`config.mk`:
```
export PLATFORM = sky130hd
export DESIGN_NAME = sd_dat_serdes
export DESIGN_NICKNAME = d
export VERILOG_FILES = /design/src/rtl/sd_dat_pkg.sv /design/src/rtl/sd_crc16.sv /design/src/rtl/sd_dat_serdes.sv
export SDC_FILE = /design/constraint.sdc
export NUM_CORES = 1
export LEC_CHECK = 0
export BUFFER_PORTS_ARGS = -buffer_cell sky130_fd_sc_hd__buf_4
export CORE_MARGIN = 3
export CORE_UTILIZATION = 52
export CTS_CLUSTER_SIZE = 12
export DETAILED_ROUTE_END_ITERATION = 16
export GPL_TIMING_DRIVEN = 0
export PLACE_DENSITY_LB_ADDON = 0.08
export SLEW_MARGIN = 10
export SYNTH_ARGS = -nofsm -noshare
export SYNTH_HDL_FRONTEND = slang
export SYNTH_SLANG_ARGS = --single-unit
```
`constraint.sdc`:
```
create_clock -name sd_clock -period 7.1 [get_ports sd_clock]
set_clock_uncertainty 0.2 [all_clocks]
set_input_delay 0.71 -clock sd_clock [delete_from_list [all_inputs] [get_ports sd_clock]]
set_output_delay 0.71 -clock sd_clock [all_outputs]
set_load 0.005 [all_outputs]
```
`src/rtl/sd_dat_pkg.sv`:
```
// sd_dat_pkg: shared definitions for the SD DAT0 serial engine.
//   tx_state_t / rx_state_t : state encodings of the TX and RX FSMs
//   START_BIT, END_BIT      : DAT0 line framing levels
//   CRC16_POLY              : CRC-16-CCITT polynomial x^16+x^12+x^5+1
//   CRC_OK_TOKEN            : CRC-status token meaning "data accepted"
package sd_dat_pkg;

    typedef enum logic [2:0] {
        TX_IDLE,
        TX_START,
        TX_DATA,
        TX_CRC,
        TX_END,
        TX_DONE,
        TX_HOLD
    } tx_state_t;

    typedef enum logic [2:0] {
        RX_IDLE,
        RX_DATA,
        RX_TOKEN,
        RX_CRC,
        RX_END,
        RX_DONE,
        RX_HOLD
    } rx_state_t;

    localparam logic        START_BIT    = 1'b0;
    localparam logic        END_BIT      = 1'b1;
    localparam logic [15:0] CRC16_POLY   = 16'h1021;
    localparam logic [2:0]  CRC_OK_TOKEN = 3'b010;

endpackage

```
`src/rtl/sd_crc16.sv`:
```
// sd_crc16: bit-serial CRC-16 (x^16+x^12+x^5+1), initial value 0.
//   clk    : clock, rising edge
//   reset  : synchronous active-low reset
//   clear  : synchronous clear to 0 (priority over enable)
//   enable : consume bit_in this cycle
//   bit_in : serial data bit, MSB of the message first
//   crc    : current CRC register
module sd_crc16
    import sd_dat_pkg::*;
#(
    parameter int CRC_W = 16
) (
    input  logic             clk,
    input  logic             reset,
    input  logic             clear,
    input  logic             enable,
    input  logic             bit_in,
    output logic [CRC_W-1:0] crc
);

    logic feedback;

    assign feedback = crc[CRC_W-1] ^ bit_in;

    always_ff @(posedge clk) begin
        if (!reset || clear) begin
            crc <= '0;
        end else if (enable) begin
            crc <= {crc[CRC_W-2:0], 1'b0} ^ (feedback ? CRC_W'(CRC16_POLY) : '0);
        end
    end

endmodule

```
`src/rtl/sd_dat_serdes.sv`:
```
// sd_dat_serdes: serial engine for the SD DAT0 line.
//   sd_clock, reset (sync, active-low), reset_wrapper (sync soft clear)
//   enable_pts_wrapper, load_send, data_in      : TX control and payload
//   dat_out, transmission_complete              : TX line and done pulse
//   enable_stp_wrapper, waiting_response, dat_in: RX control and line
//   reception_complete, dataRead, crc_status,
//   crc_status_ok, crc_error                    : RX done pulse and held results
// The internal tx_state / rx_state registers carry the FSM state for debug.
// Line handshake: every DAT0 bit lasts exactly one sd_clock cycle; the
// controller starts a TX block with a load_send level that must drop before
// the next block, and RX results are valid when reception_complete pulses
// and stay held until the next frame ends or a clear.
module sd_dat_serdes
    import sd_dat_pkg::*;
#(
    parameter int DATA_W  = 32,
    parameter int CRC_W   = 16,
    parameter int TOKEN_W = 3
) (
    input  logic               sd_clock,
    input  logic               reset,
    input  logic               reset_wrapper,
    input  logic               enable_pts_wrapper,
    input  logic               load_send,
    input  logic               enable_stp_wrapper,
    input  logic               waiting_response,
    input  logic [DATA_W-1:0]  data_in,
    input  logic               dat_in,
    output logic               dat_out,
    output logic               transmission_complete,
    output logic               reception_complete,
    output logic [DATA_W-1:0]  dataRead,
    output logic [TOKEN_W-1:0] crc_status,
    output logic               crc_status_ok,
    output logic               crc_error
);

    localparam int CNT_W  = 6;
    localparam int CRC_IW = $clog2(CRC_W);
    localparam logic [CNT_W-1:0] DATA_LAST  = CNT_W'(DATA_W - 1);
    localparam logic [CNT_W-1:0] FRAME_LAST = CNT_W'(DATA_W + CRC_W - 1);
    localparam logic [CNT_W-1:0] TOKEN_LAST = CNT_W'(TOKEN_W - 1);

    tx_state_t          tx_state;
    rx_state_t          rx_state;
    logic [CNT_W-1:0]   tx_cnt;
    logic [CNT_W-1:0]   rx_cnt;
    logic [DATA_W-1:0]  tx_shift;
    logic [DATA_W-1:0]  rx_shift;
    logic [CRC_W-1:0]   rx_crc_bits;
    logic [TOKEN_W-1:0] rx_tok;
    logic               rx_mode;
    logic [CRC_W-1:0]   tx_crc;
    logic [CRC_W-1:0]   rx_crc;
    logic [CRC_IW-1:0]  tx_crc_idx;
    logic               soft_clear;
    logic               tx_load;
    logic               rx_start;

    assign soft_clear = reset_wrapper;
    assign tx_load    = (tx_state == TX_IDLE) && enable_pts_wrapper && load_send;
    assign rx_start   = (rx_state == RX_IDLE) && enable_stp_wrapper && (dat_in == START_BIT);

    // The TX CRC register is frozen once TX_DATA ends, so it is read out by
    // index (count 32..47 maps to bit 15..0) instead of being shifted.
    assign tx_crc_idx = CRC_IW'(FRAME_LAST - tx_cnt);

    sd_crc16 #(.CRC_W(CRC_W)) u_tx_crc (
        .clk    (sd_clock),
        .reset  (reset),
        .clear  (soft_clear || tx_load),
        .enable (tx_state == TX_DATA),
        .bit_in (tx_shift[DATA_W-1]),
        .crc    (tx_crc)
    );

    sd_crc16 #(.CRC_W(CRC_W)) u_rx_crc (
        .clk    (sd_clock),
        .reset  (reset),
        .clear  (soft_clear || rx_start),
        .enable (rx_state == RX_DATA),
        .bit_in (dat_in),
        .crc    (rx_crc)
    );

    // TX FSM
    always_ff @(posedge sd_clock) begin
        if (!reset || soft_clear || !enable_pts_wrapper) begin
            tx_state              <= TX_IDLE;
            tx_cnt                <= '0;
            dat_out               <= 1'b1;
            transmission_complete <= 1'b0;
            if (!reset || soft_clear) begin
                tx_shift <= '0;
            end
        end else begin
            transmission_complete <= 1'b0;
            case (tx_state)
                TX_IDLE: begin
                    dat_out <= 1'b1;
                    if (load_send) begin
                        tx_shift <= data_in;
                        tx_state <= TX_START;
                    end
                end
                TX_START: begin
                    dat_out  <= START_BIT;
                    tx_cnt   <= '0;
                    tx_state <= TX_DATA;
                end
                TX_DATA: begin
                    dat_out  <= tx_shift[DATA_W-1];
                    tx_shift <= {tx_shift[DATA_W-2:0], 1'b0};
                    tx_cnt   <= tx_cnt + 1'b1;
                    if (tx_cnt == DATA_LAST) tx_state <= TX_CRC;
                end
                TX_CRC: begin
                    dat_out <= tx_crc[tx_crc_idx];
                    tx_cnt  <= tx_cnt + 1'b1;
                    if (tx_cnt == FRAME_LAST) tx_state <= TX_END;
                end
                TX_END: begin
                    dat_out  <= END_BIT;
                    tx_state <= TX_DONE;
                end
                TX_DONE: begin
                    transmission_complete <= 1'b1;
                    tx_state              <= TX_HOLD;
                end
                TX_HOLD: begin
                    // Block retrigger while the controller still holds load_send.
                    if (!load_send) tx_state <= TX_IDLE;
                end
                default: tx_state <= TX_IDLE;
            endcase
        end
    end

    // RX FSM
    always_ff @(posedge sd_clock) begin
        if (!reset || soft_clear) begin
            rx_state           <= RX_IDLE;
            rx_cnt             <= '0;
            rx_mode            <= 1'b0;
            rx_shift           <= '0;
            rx_crc_bits        <= '0;
            rx_tok             <= '0;
            reception_complete <= 1'b0;
            dataRead           <= '0;
            crc_status         <= '0;
            crc_status_ok      <= 1'b0;
            crc_error          <= 1'b0;
        end else if (!enable_stp_wrapper && rx_state != RX_IDLE) begin
            // Abort: held results stay untouched.
            rx_state           <= RX_IDLE;
            reception_complete <= 1'b0;
        end else begin
            reception_complete <= 1'b0;
            case (rx_state)
                RX_IDLE: begin
                    if (rx_start) begin
                        rx_mode  <= waiting_response;
                        rx_cnt   <= '0;
                        rx_state <= waiting_response ? RX_TOKEN : RX_DATA;
                    end
                end
                RX_DATA: begin
                    rx_shift <= {rx_shift[DATA_W-2:0], dat_in};
                    rx_cnt   <= rx_cnt + 1'b1;
                    if (rx_cnt == DATA_LAST) rx_state <= RX_CRC;
                end
                RX_CRC: begin
                    rx_crc_bits <= {rx_crc_bits[CRC_W-2:0], dat_in};
                    rx_cnt      <= rx_cnt + 1'b1;
                    if (rx_cnt == FRAME_LAST) rx_state <= RX_END;
                end
                RX_TOKEN: begin
                    rx_tok <= {rx_tok[TOKEN_W-2:0], dat_in};
                    rx_cnt <= rx_cnt + 1'b1;
                    if (rx_cnt == TOKEN_LAST) rx_state <= RX_END;
                end
                RX_END: begin
                    if (rx_mode) begin
                        crc_status    <= rx_tok;
                        crc_status_ok <= (rx_tok == TOKEN_W'(CRC_OK_TOKEN)) && (dat_in == END_BIT);
                    end else begin
                        dataRead  <= rx_shift;
                        crc_error <= (rx_crc_bits != rx_crc) || (dat_in != END_BIT);
                    end
                    rx_state <= RX_DONE;
                end
                RX_DONE: begin
                    reception_complete <= 1'b1;
                    rx_state           <= RX_HOLD;
                end
                RX_HOLD: begin
                    rx_state <= RX_HOLD;
                end
                default: rx_state <= RX_IDLE;
            endcase
        end
    end

endmodule

```
==> results by group <==
Critical path
  – Reg-to-reg startpoint: tx_state[1]
  – Peak fanout along the critical path: 17
  – R2r worst-path depth: 4
  – Endpoint kind of the worst setup timing path: flop
  – Source of the critical timing path: tx_state[1]
  – Data arrival time at the worst-slack endpoint: 2.13 ns
  – Required time of the worst setup path: 7.03 ns
  – Critical path buffers and inverters: 2
  – Type of origin of the critical path: flop
  – Capture instance of the worst register-to-register path: tx_shift[12]
  – Delay of the slowest critical-path stage: 0.55 ns
  – Setup crit end: tx_shift[12]
  – Slowest cell on crit path: o21ai_4
  – Setup Crit Path Kind: flop to flop
  – Kind of cell with the highest combined delay on the critical path: buffers and inverters
  – Worst setup slack for register-to-register paths: 4.91 ns
  – Critical-path cell list: clkbuf_1 -> nor2_1 -> o21ai_4 -> buf_16
  – Cell depth of the worst setup path: 4

Yosys
  – Cells after Synth: 856
  – Average cell area after synthesis: 8.394 sq um
  – Cell type contributing the most total cell area after synthesis: dfxtp_1
  – Yosys warning count: 0
  – Area contributors post-synth: dfxtp_1 (40%), nand2_1 (16%), edfxtp_1 (13%), a21oi_1 (10%), xnor2_1 (2.8%)
  – Post-synthesis cell area: 7186 sq um
  – Syn nets: 899
  – Post-synthesis sequential area ratio: 52.93%
  – Register bit total from synthesis: 174
  – Synth top area share: 39.56%
  – Async SR Flop Fraction: 0%
  – Top flip-flop cell by instance count after synthesis: dfxtp_1
  – EDFF count, synth: 32
  – Netlist cell types: 52

Clocking
  – Total clock buffers created by CTS: 17
  – # clock sinks: 174
  – CTS root buffer: clkbuf_16
  – CTS H-tree depth: 4
  – Clock Latency Late Sink: 0.42 ns
  – Clock Path Buffers: 2
  – Post-CTS Resized: 0
  – CTS tree: done
  – Number of buffers inserted by post-CTS setup repair: 0
  – CTS hold repair buffers: 0
  – Clk slew on worst S/H paths: 0.06 ns

Power
  – Switching share of power: 20.56%
  – Share of total power in combinational logic: 3.7%
  – Relative contribution of the clock network to total power: 45.2%
  – Power Density: 232.9 nW/um^2
  – Internal: 1.590 mW
  – Worst supply voltage drop on vdd: 0.0001633 V
  – Leakage Power: 3.049 nW
  – Sequential fraction of design power: 51.1%
  – Net switching power: 0.4114 mW

STA
  – Slew @ Worst Pin: 0.6320 ns
  – Max-Slew Margin vs Limit: 57.71%
  – Fmax: 0.4558 GHz
  – Unrepaired setup endpoints after global routing: no
  – Pins Over Slew Limit: 0
  – Number of hold violations in the final report: 0
  – Time the final worst path needs with I/O delays and setup: 2.194 ns
  – Worst hold margin: 0.2549 ns
  – Sum of negative setup slack: 0 ns
  – Total setup violations reported at the end of the flow: 0
  – Fin crit share: 30.90%

Die
  – Number of primary I/O pins: 80
  – Core box area: 13400 sq um
  – Die Height: 123.6 um
  – Initial Utilization: 53.62%
  – Die outline area: 15260 sq um
  – Die width: 123.6 um
  – Core Rows: 42

Cells and area
  – Total of fill cells in the finished design: 1157
  – Antenna Cells: 0
  – Number of nets in the finished design: 996
  – Share of cells above drive strength 1: 15.56%
  – Area Overhead vs Synth: 19.55%

Global routing
  – Pin count of the biggest net entering global routing: 18
  – Initial antenna violation count: 0
  – Leftover overflow at the end of global routing: 0
  – Number of global-route vias before repair: 5491
  – Global-route total usage across every layer: 21.20%
  – First-pass GRT wire length: 25700 um

Detailed routing
  – Sum of routed wire length over all layers: 15910 um
  – Number of violations reported at the end of detailed-routing iteration 0: 451
  – Detailed-router iteration count before antenna repair: 7
  – DRC Markers: 0
  – Number of antenna-violating nets in the routed design: 0
  – Mean number of vias per cell: 5.274
  – Total via count in the routed design: 6012
  – Average detailed-routed wire length per instance: 13.96 um

Run
  – # Max-Cap Violations: 0

Worst hold path
  – Worst min-delay path category: flop to flop
  – Hold Path Origin: dataRead[16]

Placement
  – Placed wire-length estimate after detailed placement: 11460 um
  – Count of input and output buffers: 77
  – Gpl congestion: 0.8842

Run status
  – Status: complete, no violations
[stage by stage]
step	instances	total power [mW]	cell area (sq um)	setup slack [ns]	utilization, %
after CTS	1140	2.018	8591	4.904	64.11
after detailed placement	1110	1.119	8023	4.544	59.87
after global routing	1140	2.065	8591	4.735	64.11
final	1140	2.001	8591	4.906	64.11
after floorplan	856	1.085	7186	3.371	-
after global placement	1109	1.115	7984	2.320	59.58
[kinds of logic after synthesis]
family,after synthesis,synth area share [%]
simple gates,389,22.58
compound gates,178,13.15
flops,174,52.93
buf+inv,67,4.632
xor+xnor,27,3.291
mux,18,2.890
fa+ha+maj,3,0.5224
[layout by cell type, fill, tap and decap left out, drive strengths merged, types with 5 or more instances in the layout]
cell / instances
nand4: 5
clkbuf: 49
xnor2: 23
nand2: 301
buf: 114
mux2i: 14
nor3: 8
a21oi: 149
dfxtp: 142
nor2: 35
edfxtp: 32
o21ai: 12
nand3: 10
inv: 7
[per-layer routing]
metal / vias up / global-route usage, % / wire length, um
met5: - / 0 / 0
met4: 0 / 8.166 / 228
met3: 19 / 4.803 / 772
met2: 155 / 34.59 / 7631
met1: 2800 / 27.46 / 7278
li1: 3038 / - / -
[cell usage after synthesis, types with 4 or more instances]
master	n
buf_2	23
a21oi_1	149
nand4_1	5
nand3_1	10
o21ai_0	6
xor2_1	4
o21ai_1	6
nor2_1	33
inv_1	5
dfxtp_1	142
buf_4	8
mux2i_1	14
nand2_1	301
clkbuf_1	25
xnor2_1	23
edfxtp_1	32
nor3_1	7
[final cells by class]
type                            instances  area, sq um  share of cell area (%)
Buffer                                 61        310.3                   3.612
Clock buffer                           24        481.7                   5.607
Clock inverter                          6        86.33                   1.005
Inverter                                6        22.52                  0.2622
Multi-Input combinational cell        615         3060                   35.62
Sequential cell                       174         3804                   44.28
Tap cell                              176        220.2                   2.563
Timing Repair Buffer                   78        605.6                   7.049
[how the worst min path moves through the flow]
stage	end	cells past startpoint
floorplan	dataRead[31]	2
global placement	dataRead[17]	2
detailed placement	dataRead[18]	2
CTS	dataRead[18]	2
global route	dataRead[18]	2
finish	dataRead[16]	2
[flip-flops by register name, indices dropped and copies added, names as in the netlist, 3 cells and up]
register / count
dataRead: 32
rx_shift: 32
tx_shift: 32
rx_crc_bits: 16
u_rx_crc.crc: 16
u_tx_crc.crc: 16
rx_cnt: 6
tx_cnt: 6
crc_status: 3
rx_state: 3
rx_tok: 3
tx_state: 3
[power by group through the flow]
stage | clock network (mW) | registers [mW] | logic, mW
after floorplan | 0 | 1.04 | 0.0409
after global placement | 0 | 1.05 | 0.0699
after detailed placement | 0 | 1.04 | 0.0743
after CTS | 0.921 | 1.02 | 0.0746
after global routing | 0.960 | 1.02 | 0.0818
final | 0.904 | 1.02 | 0.0743
[worst min-delay path, delay by kind of cell, from the launching register on]
family	cells	cell delay [ns]
DFF	1	0.31
and+or+nand+nor	1	0.05
AOI/OAI and AO/OA	1	0.05
Note: power is estimated with default switching activity, not from simulation.
